**src/rtl/qpu_exu_evt_tq.sv**
```systemverilog
// Event timing queue: tags events written back by the ALU with the current
// time point and releases them in order once the system timer reaches the tag.
module qpu_exu_evt_tq #(
  parameter int unsigned TIME_W  = 32,
  parameter int unsigned EVT_W   = 24,
  parameter int unsigned EVT_NUM = 8,
  parameter int unsigned DEPTH   = 8
) (
  input  logic                       clk,
  input  logic                       rst_n,
  input  logic                       twbck_i_valid,
  output logic                       twbck_i_ready,
  input  logic [TIME_W-1:0]          twbck_i_data,
  input  logic                       ewbck_i_valid,
  output logic                       ewbck_i_ready,
  input  logic [EVT_W-1:0]           ewbck_i_data,
  input  logic [EVT_NUM-1:0]         ewbck_i_oprand,
  input  logic                       tmr_en,
  input  logic                       flush,
  output logic                       evt_o_valid,
  input  logic                       evt_o_ready,
  output logic [EVT_W-1:0]           evt_o_data,
  output logic [EVT_NUM-1:0]         evt_o_oprand,
  output logic [TIME_W-1:0]          evt_o_time,
  output logic                       evt_o_late,
  output logic [TIME_W-1:0]          sys_time,
  output logic [$clog2(DEPTH):0]     tq_count,
  output logic                       tq_full,
  output logic                       tq_empty
);

  localparam int unsigned PTR_W = $clog2(DEPTH);
  localparam int unsigned CNT_W = PTR_W + 1;

  typedef struct packed {
    logic [EVT_W-1:0]   data;
    logic [EVT_NUM-1:0] oprand;
    logic [TIME_W-1:0]  tag;
  } tq_entry_t;

  tq_entry_t          mem [DEPTH];
  logic [TIME_W-1:0]  sys_time_q;
  logic [TIME_W-1:0]  tp_q;
  logic [PTR_W-1:0]   wr_ptr_q;
  logic [PTR_W-1:0]   rd_ptr_q;
  logic [CNT_W-1:0]   count_q;

  logic               full_c;
  logic               empty_c;
  logic               push_c;
  logic               pop_c;
  logic               tw_fire_c;
  logic               due_c;
  logic [TIME_W-1:0]  diff_c;
  tq_entry_t          head_c;
  tq_entry_t          new_entry_c;

  // Occupancy flags from registered count only
  assign full_c  = (count_q == CNT_W'(DEPTH));
  assign empty_c = (count_q == CNT_W'(0));

  // Readies: a joint time+event write is taken atomically; flush blocks both
  assign ewbck_i_ready = ~full_c & ~flush;
  assign twbck_i_ready = ~flush & (ewbck_i_valid ? ~full_c : 1'b1);

  assign tw_fire_c = twbck_i_valid & twbck_i_ready;
  assign push_c    = ewbck_i_valid & ewbck_i_ready;
  assign pop_c     = evt_o_valid & evt_o_ready;

  // Incoming event is tagged with a same-cycle time point when one arrives
  always_comb begin
    new_entry_c        = '0;
    new_entry_c.data   = ewbck_i_data;
    new_entry_c.oprand = ewbck_i_oprand;
    new_entry_c.tag    = tw_fire_c ? twbck_i_data : tp_q;
  end

  // Head due test over a half-range window so timer wrap is handled
  assign head_c = mem[rd_ptr_q];
  assign diff_c = sys_time_q - head_c.tag;
  assign due_c  = ~diff_c[TIME_W-1];

  assign evt_o_valid  = ~empty_c & due_c & ~flush;
  assign evt_o_late   = evt_o_valid & (diff_c != '0);
  assign evt_o_data   = empty_c ? '0 : head_c.data;
  assign evt_o_oprand = empty_c ? '0 : head_c.oprand;
  assign evt_o_time   = empty_c ? '0 : head_c.tag;

  assign sys_time = sys_time_q;
  assign tq_count = count_q;
  assign tq_full  = full_c;
  assign tq_empty = empty_c;

  // Free-running system timer, unaffected by flush and writes
  always_ff @(posedge clk or negedge rst_n) begin
    if (!rst_n) begin
      sys_time_q <= '0;
    end else if (tmr_en) begin
      sys_time_q <= sys_time_q + TIME_W'(1);
    end
  end

  // Absolute time point register, overwritten on each accepted time write
  always_ff @(posedge clk or negedge rst_n) begin
    if (!rst_n) begin
      tp_q <= '0;
    end else if (tw_fire_c) begin
      tp_q <= twbck_i_data;
    end
  end

  // Queue storage; contents are only visible while the entry is occupied
  always_ff @(posedge clk) begin
    if (push_c) begin
      mem[wr_ptr_q] <= new_entry_c;
    end
  end

  // Pointers and occupancy count
  always_ff @(posedge clk or negedge rst_n) begin
    if (!rst_n) begin
      wr_ptr_q <= '0;
      rd_ptr_q <= '0;
      count_q  <= '0;
    end else if (flush) begin
      wr_ptr_q <= '0;
      rd_ptr_q <= '0;
      count_q  <= '0;
    end else begin
      if (push_c) begin
        wr_ptr_q <= wr_ptr_q + PTR_W'(1);
      end
      if (pop_c) begin
        rd_ptr_q <= rd_ptr_q + PTR_W'(1);
      end
      case ({push_c, pop_c})
        2'b10:   count_q <= count_q + CNT_W'(1);
        2'b01:   count_q <= count_q - CNT_W'(1);
        default: count_q <= count_q;
      endcase
    end
  end

endmodule
```
**config.mk**
```make
export PLATFORM = sky130hd
export DESIGN_NAME = qpu_exu_evt_tq
export DESIGN_NICKNAME = d
export VERILOG_FILES = /design/src/rtl/qpu_exu_evt_tq.sv
export SDC_FILE = /design/constraint.sdc
export NUM_CORES = 1
export LEC_CHECK = 0
export CAP_MARGIN = 40
export CORE_MARGIN = 5
export CORE_UTILIZATION = 33
export CTS_BUF_LIST = sky130_fd_sc_hd__clkbuf_8
export DETAILED_ROUTE_END_ITERATION = 16
export GPL_ROUTABILITY_DRIVEN = 0
export HOLD_SLACK_MARGIN = 0.05
export RECOVER_POWER = 100
export SETUP_SLACK_MARGIN = 0.1
export SYNTH_ARGS = -nofsm -noshare
export SYNTH_HDL_FRONTEND = slang
export SYNTH_SLANG_ARGS = --single-unit
```
**constraint.sdc**
```tcl
create_clock -name clk -period 12.69 [get_ports clk]
set_clock_uncertainty 0.05 [all_clocks]
set_input_delay 1.9035 -clock clk [delete_from_list [all_inputs] [get_ports clk]]
set_output_delay 1.9035 -clock clk [all_outputs]
set_load 0.05 [all_outputs]
```
# After elaboration in Yosys (flattened, before gate mapping)
# Memories as Yosys holds them, arrays and structs flattened.
# Cells that the tools add are included.
[totals] register_bits=74 mem_bits_rw=512 out_inout_bits=106 memories=1
[op_classes] n_addsub=6 n_eq_ne=3 muxes=13 n_bitwise=12 n_reduce_logical=5
[mem_list] memory="mem" words=8 width=64 read_ports=1 rd_ports_with_merged_regs=0 wr=1 line_no="41" text="tq_entry_t mem [DEPTH];"
[ops] operator="$mux W32" count=2
[ops] operator="$add A32 B1 Y32 const B" count=1
[ops] operator="$reduce_bool A32 Y1" count=1
[ops] operator="$sub A32 B32 Y32" count=1
[ops] operator="$mux W24" count=1
[ops] operator="$mux W3" count=4
[ops] operator="$and A1 B1 Y1" count=8
[ops] operator="$mux W8" count=1
[ops] operator="$pmux W4 S2" count=1
[ops] operator="$add A3 B1 Y3 const B" count=2
[ops] operator="$add A4 B1 Y4 const B" count=1
[ops] operator="$eq A4 B4 Y1 const B" count=1
[ops] operator="$logic_not A4 Y1" count=1
[ops] operator="$mux W4" count=1
[ops] operator="$not A1 Y1" count=4
[ops] operator="$reduce_bool A2 Y1" count=2
[ops] operator="$sub A4 B1 Y4 const B" count=1
[ops] operator="$mux W1" count=3
[ops] operator="$reduce_bool A3 Y1" count=1
[ops] operator="$eq A2 B1 Y1 const B" count=1
[ops] operator="$eq A2 B2 Y1 const B" count=1

# Longest topological paths before layout
# An unclocked memory read counts as a cell.
[depth] word_depth=9 depth_mapped=21 mapped_depth_nobuf=17

# Worst setup path before layout
# Ideal clock, no wire load.
[synth_path] path_type="input to register" start="in ewbck_i_valid" end="mem mem[0][0] in the netlist's numbering (enable)" setup_ns=0.644 arrival_time_ns=8.485 slack_ns=3.512 stages=4 n_path_buf=1 cell_sequence="nor2b_1 -> clkbuf_1 -> nand2b_1 -> nor4_1"
[synth_between] elab_chain_len=3
[synth_rtl] element="start: declaration" line_no="14" text="input logic ewbck_i_valid,"
[synth_rtl] element="$and A1 B1 Y1" line_no="67" text="assign push_c = ewbck_i_valid & ewbck_i_ready;"
[synth_rtl] element="$mux W1" line_no="114" text="if (push_c) begin"
[synth_rtl] element="$mux W1 (implied by the code)" line_no="115" text="mem[wr_ptr_q] <= new_entry_c;"
[synth_rtl] element="end: declaration" line_no="41"
# Every way passes these cells.

# Final worst setup path
[layout_path] start="reg rd_ptr_q[0]" end="out evt_o_late"
[layout_between] elab_chain_len=6 word_cells_on_any_way=7
[layout_rtl] element="start: declaration" line_no="45" text="logic [PTR_W-1:0] rd_ptr_q;"
[layout_rtl] element="start signal: assignment" line_no="134" text="rd_ptr_q <= rd_ptr_q + PTR_W'(1);"
[layout_rtl] element="$mem_v2 Z8 W64 *"
[layout_rtl] element="$sub A32 B32 Y32 *" line_no="80" text="assign diff_c = sys_time_q - head_c.tag;"
[layout_rtl] element="parallel branches: the longest is 3 deep, another holds $reduce_bool A32 Y1"
[layout_rtl] element="$and A1 B1 Y1 *" line_no="84" text="assign evt_o_late = evt_o_valid & (diff_c != '0);"
[layout_rtl] element="end: declaration" line_no="25" text="output logic evt_o_late,"
# Mark *: on every way between the ends.

==> results.ini <==
[status]
status = finished with violations
violations = max-capacitance violations, max-slew violations

[timing]
drv_slew = 688
rsz0062_at_grt = no
maxClockFrequency_mhz = 100.3
setup-tns-final_ps = 0
worst_slack_ps = 2725
finalHoldViolations = 0
maxSlewHeadroom_pct = -152.1
fin_crit_ps = 9965
worst_pin_slew_ps = 3782
setup_viol = 0
post-route-period-util_pct = 78.53

[finish]
postLayoutCoreUtil_pct = 39.48
finalInstanceArea_um2 = 29290
syn_to_final_growth_pct = 18.84
fillers = 6794
final_layout_size_suffix_gt1_share_pct = 16.81
fin_nets = 1715

[logic_synthesis]
synth_area_per_cell_um2 = 18.02
netlist-cell-type-count = 75
synth_edf_count = 512
yosys_warnings = 0
netlist_top_cells_area = edfxtp_1, mux4_2, dfrtp_1
synth_top_cell_area_share_pct = 62.38
seq_area_frac_synth_pct = 69.89
synth-seq-cells = 586
ys.flop_type = edfxtp_1
syn_inst = 1368
synth_area_um2 = 24650
synth.net_count = 1476
ys_async_sr_fraction_pct = 12.63
synth_area_leader_cell = edfxtp_1

[clock_tree]
cts_resized = 0
path_clk_slew_ps = 60
postCtsHoldBufs = 0
cts-root-buf = clkbuf_8
cts_max_level = 3
clockBufferDepth = 3
cts_sinks = 586
cts_made_buffers = 94
cts_tree = done
clk_latency_ps = 700
cts_setup_buffers = 0

[drt]
drcViolationCount = 0
first_pass_iters = 5
wirelength_um = 61710
routed_via_density = 5.125
via_count = 13620
detail-route-antenna-nets = 0
drt-initial-drc-count = 1129
wire_per_inst_um = 23.22

[floorplan]
die_width_um = 283.3
core_area_um2 = 74200
die_h_um = 283.3
die_area_um2 = 80250
initial_core_util_pct = 33.22
io_pins = 177
fp-row-count = 100

[global_routing]
antenna_found_initial = 8
grt.total_usage_pct = 15.27
overflow = 0
grt_pass1_wl_um = 93250
grt_pass1_vias = 14380
grt_max_degree = 48

[critical_path]
critical_path_class = flop to output pin
startpoint_type = flop
cp.arrival_ps = 8010
critPathRequiredTime_ps = 10740
crit_slowest_cell = dfrtp_1
critical-path-top-delay-family = flip-flops
crit_chain = buf_4, mux4_2, mux2i_1, ha_1, a211oi_1, nor2_2, a211oi_1, o21a_1, o21ai_4, a221oi_1, mux2i_1, nand4_1, nor4_2, a21boi_1, dlygate4sd3_1
max_stage_delay_ps = 1850
end_kind = output pin
cp.buffers_inverters = 2
worstPathMaxFanout = 33

[place]
dpl.hpwl_um = 37650
placed_cell_area_um2 = 27720
pre_cts_ws_ps = 4432
port_buffers = 176

[pwr]
p_leak_nw = 9.856
ir_drop_v = 0.0001006
intPower_w = 0.003244
p_sw_w = 0.001340
pwr_density_cell_nw_per_um2 = 156.5
p_comb_share_pct = 18.4
p_clk_share_pct = 32.9
seqPwrFrac_pct = 48.7
swShare_pct = 29.23
power.total_w = 0.004584

[worst_hold_path]
hold_class = flop to flop

[job]
maxCapViolations = 22

## power by group through the flow
stage	clock network (W)	logic, W	registers [W]
5_1_grt	0.00166	0.000902	0.00224
3_3_place_gp	0	0.000868	0.00227
2_1_floorplan	0	0.000555	0.00229
6_report	0.00151	0.000841	0.00223
3_5_place_dp	0	0.000881	0.00227
4_1_cts	0.00157	0.000884	0.00223
## synth_stat cells (3+ instances only)
library cell  count
dfrtp_1          74
nand2b_1         14
nor3_1           12
ha_1             36
xnor2_1          34
and3_1            4
a211oi_1          6
o21a_1            4
a211oi_4          3
edfxtp_1        512
mux2_2           32
o21ai_0          24
nand3_1          17
a21oi_1          28
xor2_1           17
nor4_1            6
clkbuf_1         24
o2111ai_1         3
o31ai_1           4
mux4_2          128
a2111oi_0         4
nand4_1          18
o22ai_1           3
mux2i_1          70
nand2_1          45
a21o_1            8
and2_1            6
o21ai_1           5
or3_1             3
nor2b_1          12
nand4b_1          3
buf_2            12
inv_1            17
and4_1            4
nor2_1          101
buf_1            23
a2bb2oi_1         3
## cell type report
| class | count | area [µm²] | area share [%] |
|---|---|---|---|
| sequential | 586 | 17230 | 58.84 |
| clock inverter | 71 | 370.4 | 1.264 |
| timing repair buffer | 205 | 1954 | 6.672 |
| clock buffer | 102 | 1404 | 4.793 |
| multi-input combinational | 703 | 7042 | 24.04 |
| antenna | 4 | 10.01 | 0.03417 |
| inverter | 17 | 63.81 | 0.2179 |
| tap | 969 | 1212 | 4.139 |
## flip-flops by register name (all words and copies together) (netlist names)
signal / count
tq_count: 4
mem: 512
wr_ptr_q: 3
rd_ptr_q: 3
sys_time: 32
tp_q: 32
## cells by family after synthesis
kind of cell / after synthesis / synth area share, %
adders and majority gates: 37 / 1.909
AOI/OAI and AO/OA: 123 / 3.645
DFF: 586 / 69.89
buffers and inverters: 79 / 1.366
muxes: 233 / 16.18
and+or+nand+nor: 258 / 5.127
xor gates and xnor gates: 52 / 1.878
## cells in the final DEF (no fill, tap or decap), drive strengths merged, types with 6 or more instances in the layout
cell type,count
nor3,13
nor2b,12
xor2,17
nand2b,14
mux2i,71
clkdlybuf4s50,37
nand3,17
inv,60
o21ai,31
nand2,45
dlygate4sd3,138
clkinv,25
a21o,8
xnor2,35
ha,36
and2,8
and3,6
nor2,103
mux2,34
buf,8
dfrtp,74
a211oi,9
clkbuf,124
a21oi,30
mux4,128
nand4,19
edfxtp,512
nor4,7
## metrics by stage
step,hold WS [ps],instances
finish,484.6,2657
global route,514.0,2654
CTS,487.6,2653
detailed placement,476.0,2480
global placement,482.9,2475
floorplan,487.4,1368
## worst paths after layout
path	slack (ps)	startpoint	endpoint	depth (start not counted)
max	2720	rd_ptr_q[0]	evt_o_late	15
min	480	sys_time[17]	sys_time[17]	1
min in group asynchronous	1850	rst_n	tp_q[8]	1
max in group asynchronous	7510	rst_n	tp_q[19]	2
max reg2reg	4440	rd_ptr_q[0]	tq_count[3]	18
min reg2reg	480	sys_time[17]	sys_time[17]	1
## layer usage
metal / vias to the layer above / wire, µm / track usage, %
met3: 96 / 4335 / 4.188
met4: 4 / 1054 / 3.615
met1: 7083 / 26340 / 20.48
li1: 5978 / - / -
met2: 457 / 29960 / 24.96
met5: - / 21 / 0
(Power assumes the default switching activity.)
